<file path="src/rtl/fdtd_delay_stream_buf.sv">
// ---------------------------------------------------------------------------
// fdtd_delay_stream_buf
//
// Purpose:
//   Elastic, handshaked sample-delay buffer for FDTD field streams. This is
//   the reading end of a delay path. After a run is started with a delay L,
//   the first L accepted samples only prime the buffer. From then on, the
//   block releases sample k in the same cycle that sample k+L is accepted.
//   Input and output move in lockstep, so downstream backpressure stalls the
//   producer instead of losing data. A flush ends the run and drains the
//   samples that are still held, in order.
//
// Ports:
//   CLK          clock
//   RST_N        asynchronous active-low reset
//   start_i      pulse, latches delay_len_i (clamped to 1..MAX_DELAY); only in IDLE
//   delay_len_i  requested delay L
//   flush_i      pulse, ends a PRIME/RUN phase and drains held samples
//   in_valid_i   producer sample valid
//   in_ready_o   block can accept a sample
//   data_i       producer sample
//   out_valid_o  delayed sample valid
//   out_ready_i  consumer ready
//   data_o       delayed sample (oldest held entry)
//   level_o      number of held samples
//   busy_o       high whenever the block is not IDLE
// ---------------------------------------------------------------------------
module fdtd_delay_stream_buf #(
  parameter int FDTD_DATA_WIDTH = 32,
  parameter int MAX_DELAY       = 16,
  parameter int PTR_W           = $clog2(MAX_DELAY)
) (
  input  logic                       CLK,
  input  logic                       RST_N,
  input  logic                       start_i,
  input  logic [PTR_W:0]             delay_len_i,
  input  logic                       flush_i,
  input  logic                       in_valid_i,
  output logic                       in_ready_o,
  input  logic [FDTD_DATA_WIDTH-1:0] data_i,
  output logic                       out_valid_o,
  input  logic                       out_ready_i,
  output logic [FDTD_DATA_WIDTH-1:0] data_o,
  output logic [PTR_W:0]             level_o,
  output logic                       busy_o
);

  typedef enum logic [1:0] {
    S_IDLE  = 2'd0,
    S_PRIME = 2'd1,
    S_RUN   = 2'd2,
    S_DRAIN = 2'd3
  } state_t;

  localparam logic [PTR_W:0]   MAX_LEN  = (PTR_W+1)'(MAX_DELAY);
  localparam logic [PTR_W:0]   CNT_ONE  = (PTR_W+1)'(1);
  localparam logic [PTR_W-1:0] PTR_ONE  = PTR_W'(1);
  localparam logic [PTR_W-1:0] LAST_PTR = PTR_W'(MAX_DELAY - 1);

  state_t               state_q, state_d;
  logic [PTR_W-1:0]     wr_ptr_q, wr_ptr_d;
  logic [PTR_W-1:0]     rd_ptr_q, rd_ptr_d;
  logic [PTR_W:0]       count_q, count_d;
  logic [PTR_W:0]       len_q, len_d;

  logic                 wr_en;
  logic                 in_ready;
  logic                 out_valid;

  logic [FDTD_DATA_WIDTH-1:0] mem_rd [MAX_DELAY];

  // Pointers wrap explicitly so MAX_DELAY need not be a power of two.
  function automatic logic [PTR_W-1:0] ptr_inc(input logic [PTR_W-1:0] p);
    if (p == LAST_PTR) begin
      return '0;
    end
    return p + PTR_ONE;
  endfunction

  function automatic logic [PTR_W:0] clamp_len(input logic [PTR_W:0] len);
    if (len == '0) begin
      return CNT_ONE;
    end
    if (len > MAX_LEN) begin
      return MAX_LEN;
    end
    return len;
  endfunction

  // -------------------------------------------------------------------------
  // Next-state / output logic
  // -------------------------------------------------------------------------
  always_comb begin
    state_d   = state_q;
    wr_ptr_d  = wr_ptr_q;
    rd_ptr_d  = rd_ptr_q;
    count_d   = count_q;
    len_d     = len_q;
    wr_en     = 1'b0;
    in_ready  = 1'b0;
    out_valid = 1'b0;

    unique case (state_q)
      S_IDLE: begin
        if (start_i) begin
          len_d    = clamp_len(delay_len_i);
          wr_ptr_d = '0;
          rd_ptr_d = '0;
          count_d  = '0;
          state_d  = S_PRIME;
        end
      end

      S_PRIME: begin
        in_ready = 1'b1;
        if (in_valid_i) begin
          wr_en    = 1'b1;
          wr_ptr_d = ptr_inc(wr_ptr_q);
          count_d  = count_q + CNT_ONE;
          if ((count_q + CNT_ONE) == len_q) begin
            state_d = S_RUN;
          end
        end
        // A sample accepted in the flush cycle is still kept and drained.
        if (flush_i) begin
          state_d = S_DRAIN;
        end
      end

      S_RUN: begin
        // Lockstep: one in, one out, or nothing at all. The count stays at L.
        in_ready  = out_ready_i;
        out_valid = in_valid_i;
        if (in_valid_i && out_ready_i) begin
          wr_en    = 1'b1;
          wr_ptr_d = ptr_inc(wr_ptr_q);
          rd_ptr_d = ptr_inc(rd_ptr_q);
        end
        if (flush_i) begin
          state_d = S_DRAIN;
        end
      end

      S_DRAIN: begin
        out_valid = (count_q != '0);
        if (count_q == '0) begin
          state_d = S_IDLE;
        end else if (out_ready_i) begin
          rd_ptr_d = ptr_inc(rd_ptr_q);
          count_d  = count_q - CNT_ONE;
        end
      end

      default: begin
        state_d = S_IDLE;
      end
    endcase
  end

  // -------------------------------------------------------------------------
  // Control registers
  // -------------------------------------------------------------------------
  always_ff @(posedge CLK or negedge RST_N) begin
    if (!RST_N) begin
      state_q  <= S_IDLE;
      wr_ptr_q <= '0;
      rd_ptr_q <= '0;
      count_q  <= '0;
      len_q    <= CNT_ONE;
    end else begin
      state_q  <= state_d;
      wr_ptr_q <= wr_ptr_d;
      rd_ptr_q <= rd_ptr_d;
      count_q  <= count_d;
      len_q    <= len_d;
    end
  end

  // -------------------------------------------------------------------------
  // Sample storage: one register per entry, cleared by reset so data_o reads
  // zero after reset. The read port is combinational, so in RUN the output
  // sees the old contents while the incoming sample is written at the edge.
  // -------------------------------------------------------------------------
  for (genvar gi = 0; gi < MAX_DELAY; gi++) begin : g_mem
    logic [FDTD_DATA_WIDTH-1:0] entry_q, entry_d;

    always_comb begin
      entry_d = entry_q;
      if (wr_en && (wr_ptr_q == PTR_W'(gi))) begin
        entry_d = data_i;
      end
    end

    always_ff @(posedge CLK or negedge RST_N) begin
      if (!RST_N) begin
        entry_q <= '0;
      end else begin
        entry_q <= entry_d;
      end
    end

    assign mem_rd[gi] = entry_q;
  end

  // -------------------------------------------------------------------------
  // Outputs
  // -------------------------------------------------------------------------
  assign in_ready_o  = in_ready;
  assign out_valid_o = out_valid;
  assign data_o      = mem_rd[rd_ptr_q];
  assign level_o     = count_q;
  assign busy_o      = (state_q != S_IDLE);

endmodule

</file>
<file path="config.mk">
export PLATFORM = sky130hd
export DESIGN_NAME = fdtd_delay_stream_buf
export DESIGN_NICKNAME = d
export VERILOG_FILES = /design/src/rtl/fdtd_delay_stream_buf.sv
export SDC_FILE = /design/constraint.sdc
export NUM_CORES = 1
export LEC_CHECK = 0
export ABC_AREA = 1
export CORE_ASPECT_RATIO = 0.9
export CORE_MARGIN = 8
export CORE_UTILIZATION = 55
export CTS_BUF_LIST = sky130_fd_sc_hd__clkbuf_16
export CTS_CLUSTER_DIAMETER = 40
export DETAILED_ROUTE_END_ITERATION = 10
export GPL_TIMING_DRIVEN = 0
export MAX_ROUTING_LAYER = met4
export PLACE_DENSITY_LB_ADDON = 0.08
export SYNTH_ARGS = -nofsm -noshare
export SYNTH_HDL_FRONTEND = slang
export SYNTH_SLANG_ARGS = --single-unit
</file>
<file path="constraint.sdc">
create_clock -name CLK -period 6.1 [get_ports CLK]
set_clock_uncertainty 0.1 [all_clocks]
set_input_delay 1.22 -clock CLK [delete_from_list [all_inputs] [get_ports CLK]]
set_output_delay 1.22 -clock CLK [all_outputs]
set_load 0.005 [all_outputs]
</file>
After elaboration in Yosys (flattened, before gate mapping)
Index checks and enable logic that the tools add are counted.
- register bits after elaboration: 532
- input port bits: 43
- output and inout port bits: 40
- logic and storage cells: 144
- reduce and logical (&&, ||, !) cells: 31
- muxes and demuxes: 56
- equal/unequal tests: 29
- magnitude comparators: 2
- add/sub/neg operators: 4
- bitwise logic cells: 1
- operators with widths (operator ; number):
    binary-select mux 32 bit (select 4 bit) ; 1
    2-to-1 mux 32 bit ; 2
    2-to-1 mux 4 bit ; 12
    2-to-1 mux 5 bit ; 8
    equality test 4 bit (second input constant) ; 9
    case mux 4 bit (3 select lines) ; 2
    2-to-1 mux 1 bit ; 20
    logical AND 1 bit ; 17
    equality test 4 x 3 -> 1 bit (second input constant) ; 4
    case mux 5 bit (3 select lines) ; 1
    AND reduction 5 bit ; 3
    != test 2 bit (second input constant) ; 7
    2-to-1 mux 2 bit ; 6
    zero test 5 bit ; 2
    nonzero test 3 bit ; 3
    adder 4 x 1 -> 4 bit (second input constant) ; 2
    equality test 4 x 2 -> 1 bit (second input constant) ; 2
    case mux 2 bit (4 select lines) ; 1
    != test 3 bit (second input constant) ; 2
    case mux 1 bit (2 select lines) ; 3
    adder 5 x 1 -> 5 bit (second input constant) ; 1
    equality test 5 bit ; 1
    greater-or-equal comparator 5 bit (second input constant) ; 1
    > comparator 5 bit (second input constant) ; 1
    other kinds (11) ; 12

Logic depth before layout (Yosys ltp)
Gate-level depths: netlist of the first run.
- depth in word-level cells: 9
- mapped depth: 12
- mapped depth without buffers: 12

Least setup slack after synthesis of the first run
Ideal clock, no wire load.
- path type: register -> output
- start point: register rd_ptr_q[0]
- end point: output data_o[17]
- cell stages (with the launch flop): 10
- data required time: 4.780 ns
- slack: 3.224 ns
- path buffers: 4
- data arrival time: 1.556 ns
- cell sequence: dfrtp_1 buf_2 inv_1 buf_2 buf_2 clkbuf_1 nand2_1 a21oi_1 o21ai_0 nand2_1
- longest elaborated chain between the ends: 4
- RTL lines (what ; RTL line ; RTL):
    start: declaration ; 62 ; logic [PTR_W-1:0] rd_ptr_q, rd_ptr_d;
    start signal: assignment ; 173 ; rd_ptr_q <= rd_ptr_d;
    NOT 4 -> 5 bit (not written as such) ; 210 ; assign data_o = mem_rd[rd_ptr_q];
    binary-select mux 32 bit (select 4 bit) ; 210 ;
    2-to-1 mux 32 bit (not written as such) (2 in series) ; 210 ;
    end: declaration ; 43 ; output logic [FDTD_DATA_WIDTH-1:0] data_o,
Every way passes these cells. The select of a mux whose other input is x is not followed.

Final worst setup path of the first run
- start point: register rd_ptr_q[0]
- end point: output data_o[22]
The elaborated chain is that of the path after synthesis.

==> run_results.csv, run 1 <==
group,metric,value,unit
floorplanning,die_y,216.0,um
clocking,cts_tree,"done",
timing,timing.fmax,168.7,MHz
critical_path,critical_path.endpoint_type,"output pin",
power_and_ir_drop,swShare,0.4071,
timing,min_period,5.928,ns
drt,drc_errors,0,
power_and_ir_drop,seqPwrFrac,0.310,
flow_run,cap_violations,0,
floorplanning,core,44020,um^2
grt,overflow,0,
drt,routedWlPerCell,26.57,um
drt,routed_wl,98640,um
yosys,syn_avg_cell_area,8.491,um^2
timing,setup_violations,0,
drt,vias,23210,
yosys,synth_fp_nets,2933,
power_and_ir_drop,switchingPower,6.074,mW
critical_path,critPathKind,"flop to output pin",
yosys,synthCells,2878,
grt,grt_pass1_wl,144300,um
grt,grt_pass1_vias,21700,
clocking,cts_sinks,532,
place,place_congestion,0.9973,
timing,fin_setup_tns,0,ns
drt,first_iter_violations,3376,
drt,ant_nets,0,
finish,final_cell_mix,"798 x nand2_1, 531 x dfrtp_1, 479 x o21ai_0",
finish,area_delta_synth_final,18.34,%
finish,postLayoutCoreUtil,0.6569,
clocking,cts_buffer_depth,3,
drt,via_per_inst,6.254,
grt,track_usage,0.3918,
drt,first_pass_iters,6,
place,placed_area,26150,um^2
yosys,ys_seq_elements,532,
power_and_ir_drop,leakage,12.78,nW
finish,final_cell_area,28920,um^2
yosys,ys_types,42,
yosys,async_flop_share,1.000,
yosys,yosysTopAreaCellShare,0.5438,
finish,drive_gt1_frac,0.09675,
power_and_ir_drop,power,14.92,mW
power_and_ir_drop,power_frac_clock,0.320,
yosys,yosys_warnings,0,
floorplanning,ioPinCount,83,
clocking,clk_latency,0.61,ns
min_path,hold_class,"flop to flop",
place,preCtsSetupSlack,1.099,ns
timing,maxSlewHeadroom,0.1567,
critical_path,arrival,4.61,ns
floorplanning,initial_utilization,0.5551,
grt,antenna_found_initial,2,
clocking,cts_buffers,80,
clocking,htree_levels,3,
yosys,yosys-top-cells-area,"dfrtp_1 54%, nand2_1 12%, o21ai_0 9.8%, o21ai_1 3.9%, nor2_1 3.2%",
floorplanning,die-area,51440,um^2
timing,rsz0062_at_grt,"no",
place,post-dp-hpwl,69030,um
critical_path,cp-startpoint,"rd_ptr_q[0]",
critical_path,reg2reg_from,"rd_ptr_q[0]",
critical_path,required,4.78,ns
power_and_ir_drop,p_int,8.846,mW
finish,fin_nets,3102,
timing,worstMarginPinSlew,1.265,ns
yosys,syn_area,24440,um^2
yosys,synth-seq-area-share,0.5448,
clocking,cts_root_buf,"clkbuf_16",
clocking,cts_resized,0,
power_and_ir_drop,power.density,515.9,nW/um^2
yosys,synthFlopType,"dfrtp_1",
clocking,holdBufCountCts,0,
clocking,cts_setup_buffers,0,
place,io_buffer_count,82,
critical_path,crit_fanout,10,
critical_path,startpoint_type,"flop",
finish,layout_commonest_cell,"nand2_1",
yosys,synth_largest_area_cell,"dfrtp_1",
clocking,path_clk_slew,0.05,ns
floorplanning,die_x,238.2,um
floorplanning,fp-row-count,73,
min_path,min-delay-start,"g_mem[6].entry_q[7]",
yosys,synth-edff-count,0,
grt,grt_start_max_net_pins,117,
timing,drv_slew,0,
timing,fin_ws,0.1723,ns
timing,finalCritPeriodShare,0.9718,
power_and_ir_drop,ir_drop,0.3421,mV
outcome,outcome,"finished, final reports clean",
timing,hold_viol,0,
power_and_ir_drop,combPwrFrac,0.370,
-- registers in the layout, summed over array words and instances (netlist names) --
name and cells:
level_o 5, rd_ptr_q 4, wr_ptr_q 4, len_q 5, g_mem.entry_q 512, state_q 2
-- Yosys cell counts, types with 28 or more instances --
library cell,count
clkbuf_1,147
nor2_1,207
inv_1,81
o21ai_2,40
buf_6,28
dfrtp_1,531
a21oi_1,46
o21ai_0,479
o21ai_1,188
nand2_1,798
nand3_1,95
o22ai_1,49
buf_2,33
-- cells by family (layout without fill, tap and decap cells) --
logic type               after synthesis  in the layout  share of synthesized area
AO/OA/AOI/OAI                        856            856                     0.1913
adder cells (fa/ha/maj)               12             12                   0.006144
AND/OR/NAND/NOR                     1156           1156                     0.1948
other                                  0              1                          0
buffers and inverters                319            552                    0.06185
flip-flops                           532            532                     0.5448
XOR/XNOR                               3              3                   0.001075
-- per-stage QoR --
stage / cells / hold WS (ns)
2_1_floorplan: 2878 / 0.3478
6_report: 3712 / 0.3775
3_5_place_dp: 3565 / 0.3636
5_1_grt: 3712 / 0.3927
4_1_cts: 3711 / 0.3773
3_3_place_gp: 3560 / 0.3603
-- worst max-delay path, stage by stage, from the launching register on --
cell and delay [ns]:
dfrtp_1 0.37, buf_2 0.25, buf_2 0.32, clkbuf_1 0.83
clkbuf_1 0.85, nand2_1 0.11, nand3_1 0.15, o2111ai_1 0.32
nand2_1 0.25, clkdlybuf4s50_1 0.53
-- cell type report --
type / instances / area [um^2]
Buffer: 232 / 1185
Inverter: 87 / 326.6
Antenna cell: 1 / 2.502
Sequential cell: 532 / 13310
Multi-Input combinational cell: 2027 / 9612
Clock buffer: 83 / 2077
Tap cell: 600 / 750.7
Clock inverter: 63 / 688.2
Fill cell: 3754 / 15110
Timing Repair Buffer: 87 / 963.4
-- worst paths after layout --
path	endpoint	slack [ns]	cells after the start
min in group asynchronous	g_mem[1].entry_q[3]	0.45	1
max in group asynchronous	g_mem[9].entry_q[18]	4.01	3
setup reg to reg	rd_ptr_q[0]	3.14	6
hold reg to reg	g_mem[6].entry_q[7]	0.38	2
setup / recovery	data_o[22]	0.17	9
hold / removal	g_mem[6].entry_q[7]	0.38	2
-- power by group through the flow --
| stage | Combinational [mW] | Clock (mW) | Sequential (mW) |
|---|---|---|---|
| after floorplan | 2.69 | 0 | 4.54 |
| after global placement | 5.21 | 0 | 4.65 |
| after detailed placement | 5.27 | 0 | 4.65 |
| after CTS | 5.30 | 4.77 | 4.60 |
| after global routing | 5.80 | 4.92 | 4.69 |
| final | 5.52 | 4.78 | 4.62 |
-- routing by layer --
| metal | vias to the layer above | global-route usage | routed length (um) |
|---|---|---|---|
| met4 | 0 | 0.1678 | 4795 |
| met3 | 282 | 0.1480 | 14420 |
| li1 | 9981 | - | - |
| met5 | - | - | 0 |
| met1 | 11340 | 0.5200 | 38590 |
| met2 | 1610 | 0.5326 | 40840 |
No activity file was read; power rests on OpenSTA's default activity.
==> inputs of run 2 (changes only) <==
--- a/config.mk
+++ b/config.mk
@@ -15,6 +15,7 @@
 export GPL_TIMING_DRIVEN = 0
 export MAX_ROUTING_LAYER = met4
 export PLACE_DENSITY_LB_ADDON = 0.08
+export SLEW_MARGIN = 10
 export SYNTH_ARGS = -nofsm -noshare
 export SYNTH_HDL_FRONTEND = slang
 export SYNTH_SLANG_ARGS = --single-unit
==> run 2 against run 1 <==
Net effect: clock-buffer cell count is 1 lower; flip-flop and latch count did not move; sequential power about the same; global-route usage increased by 0.12 points; clock power down 3%; total power shrank 0.77%; via count fell by 0.45%; core utilization down 0.11 points; setup slack worse by 0.043 ns; combinational power barely moved; critical path type unchanged; highest routed layer unchanged.
==> run_results.csv, run 2 (synthesized netlist as in run 1, its figures left out) <==
group,metric,value,unit
critical_path,required,4.78,ns
min_path,hold_class,"flop to flop",
floorplanning,die_x,238.2,um
place,io_buffer_count,82,
finish,fillers,3710,
grt,track_usage,0.3930,
critical_path,crit_buf_inv,5,
critical_path,crit_fanout,10,
finish,layout_commonest_cell,"nand2_1",
critical_path,critical_path.endpoint_type,"output pin",
finish,top_register,"g_mem.entry_q",
timing,finalCritPeriodShare,0.9789,
drt,first_pass_iters,8,
critical_path,slowest_stage,"clkbuf_1",
power_and_ir_drop,ir_drop,0.2955,mV
timing,setup_violations,0,
finish,final_cell_mix,"798 x nand2_1, 531 x dfrtp_1, 479 x o21ai_0",
clocking,cts_resized,0,
critical_path,arrival,4.65,ns
timing,hold_viol,0,
clocking,holdBufCountCts,0,
finish,drive_gt1_frac,0.09541,
power_and_ir_drop,power.density,512.9,nW/um^2
grt,overflow,0,
clocking,cts_buffer_depth,3,
floorplanning,core,44020,um^2
timing,min_period,5.971,ns
clocking,cts_buffers,80,
flow_run,cap_violations,0,
floorplanning,die-area,51440,um^2
clocking,cts_setup_buffers,0,
clocking,clk_latency,0.61,ns
grt,antenna_found_initial,6,
floorplanning,fp-row-count,73,
timing,fin_ws,0.1289,ns
critical_path,cp_cell_sequence,"buf_2, buf_2, clkbuf_1, clkbuf_1, nand2_1, nand3_1, o2111ai_1, nand2_1, clkdlybuf4s50_1",
timing,fin_setup_tns,0,ns
finish,fin_nets,3102,
floorplanning,die_y,216.0,um
drt,ant_nets,0,
timing,maxSlewHeadroom,0.1600,
drt,first_iter_violations,3530,
critical_path,critPathTopFamily,"buffers and inverters",
grt,grt_pass1_vias,21710,
drt,vias,23110,
grt,grt_start_max_net_pins,111,
floorplanning,ioPinCount,83,
finish,stdcell_count,3717,
critical_path,critical-path-max-stage-delay,0.85,ns
place,dp_cells,3565,
clocking,cts_tree,"done",
critical_path,startpoint_type,"flop",
timing,drv_slew,0,
clocking,path_clk_slew,0.05,ns
finish,area_delta_synth_final,18.14,%
power_and_ir_drop,seqPwrFrac,0.312,
power_and_ir_drop,p_int,8.733,mW
clocking,htree_levels,3,
finish,largest_register_ffs,512,
timing,worstMarginPinSlew,1.260,ns
place,place_congestion,0.9973,
place,post-dp-hpwl,68970,um
critical_path,critPathKind,"flop to output pin",
grt,grt_pass1_wl,144900,um
drt,via_per_inst,6.217,
power_and_ir_drop,switchingPower,6.073,mW
timing,timing.fmax,167.5,MHz
drt,drc_errors,0,
place,preCtsSetupSlack,1.089,ns
power_and_ir_drop,combPwrFrac,0.373,
drt,routed_wl,98680,um
power_and_ir_drop,leakage,12.72,nW
drt,routedWlPerCell,26.55,um
timing,rsz0062_at_grt,"no",
finish,postLayoutCoreUtil,0.6557,
clocking,cts_sinks,532,
floorplanning,initial_utilization,0.5551,
power_and_ir_drop,power_frac_clock,0.314,
outcome,outcome,"finished, final reports clean",
clocking,cts_root_buf,"clkbuf_16",
power_and_ir_drop,swShare,0.4101,
[run 2: worst min-delay path: stages, from the launching register on]
cell and delay [ns]:
dfrtp_1 0.34, nand2_1 0.06, o21ai_2 0.05
[run 2: metal layers]
layer / global-route usage / share of wire / up-vias
met5: - / 0 / -
met1: 0.5212 / 0.39 / 11250
met3: 0.1442 / 0.15 / 289
met2: 0.5396 / 0.41 / 1588
met4: 0.1649 / 0.048 / 0
li1: - / - / 9982
[run 2: cell type report]
cell class / instances / area (um^2) / share of cell area
timing repair buffer: 87 / 963.4 / 0.03337
antenna: 4 / 10.01 / 0.0003467
sequential: 532 / 13310 / 0.4612
multi-input combinational: 2027 / 9612 / 0.3329
inverter: 87 / 326.6 / 0.01131
buffer: 232 / 1185 / 0.04104
tap: 600 / 750.7 / 0.02600
clock inverter: 66 / 655.6 / 0.02271
clock buffer: 82 / 2052 / 0.07108
[run 2: metrics by stage]
step / hold WS [ns] / cell area (um^2) / power (mW)
finish: 0.3778 / 28870 / 14.81
global placement: 0.3603 / 26010 / 9.856
detailed placement: 0.3626 / 26150 / 9.920
global route: 0.3922 / 28870 / 15.30
CTS: 0.3762 / 28860 / 14.57
floorplan: 0.3478 / 24440 / 7.226
[run 2: worst paths after layout]
check / cells past startpoint / slack, ns / end / from
setup / recovery: 9 / 0.13 / data_o[22] / rd_ptr_q[0]
hold / removal: 2 / 0.38 / g_mem[6].entry_q[7] / g_mem[6].entry_q[7]
setup reg to reg: 6 / 3.24 / rd_ptr_q[0] / rd_ptr_q[0]
hold reg to reg: 2 / 0.38 / g_mem[6].entry_q[7] / g_mem[6].entry_q[7]
max in group asynchronous: 3 / 3.97 / g_mem[7].entry_q[27] / RST_N
min in group asynchronous: 1 / 0.46 / g_mem[1].entry_q[3] / RST_N
[run 2: power groups by stage]
stage	Sequential, mW	Combinational [mW]	Clock (mW)
final	4.62	5.53	4.66
after global routing	4.69	5.81	4.80
after CTS	4.60	5.31	4.65
after detailed placement	4.64	5.27	0
after global placement	4.65	5.21	0
after floorplan	4.54	2.69	0
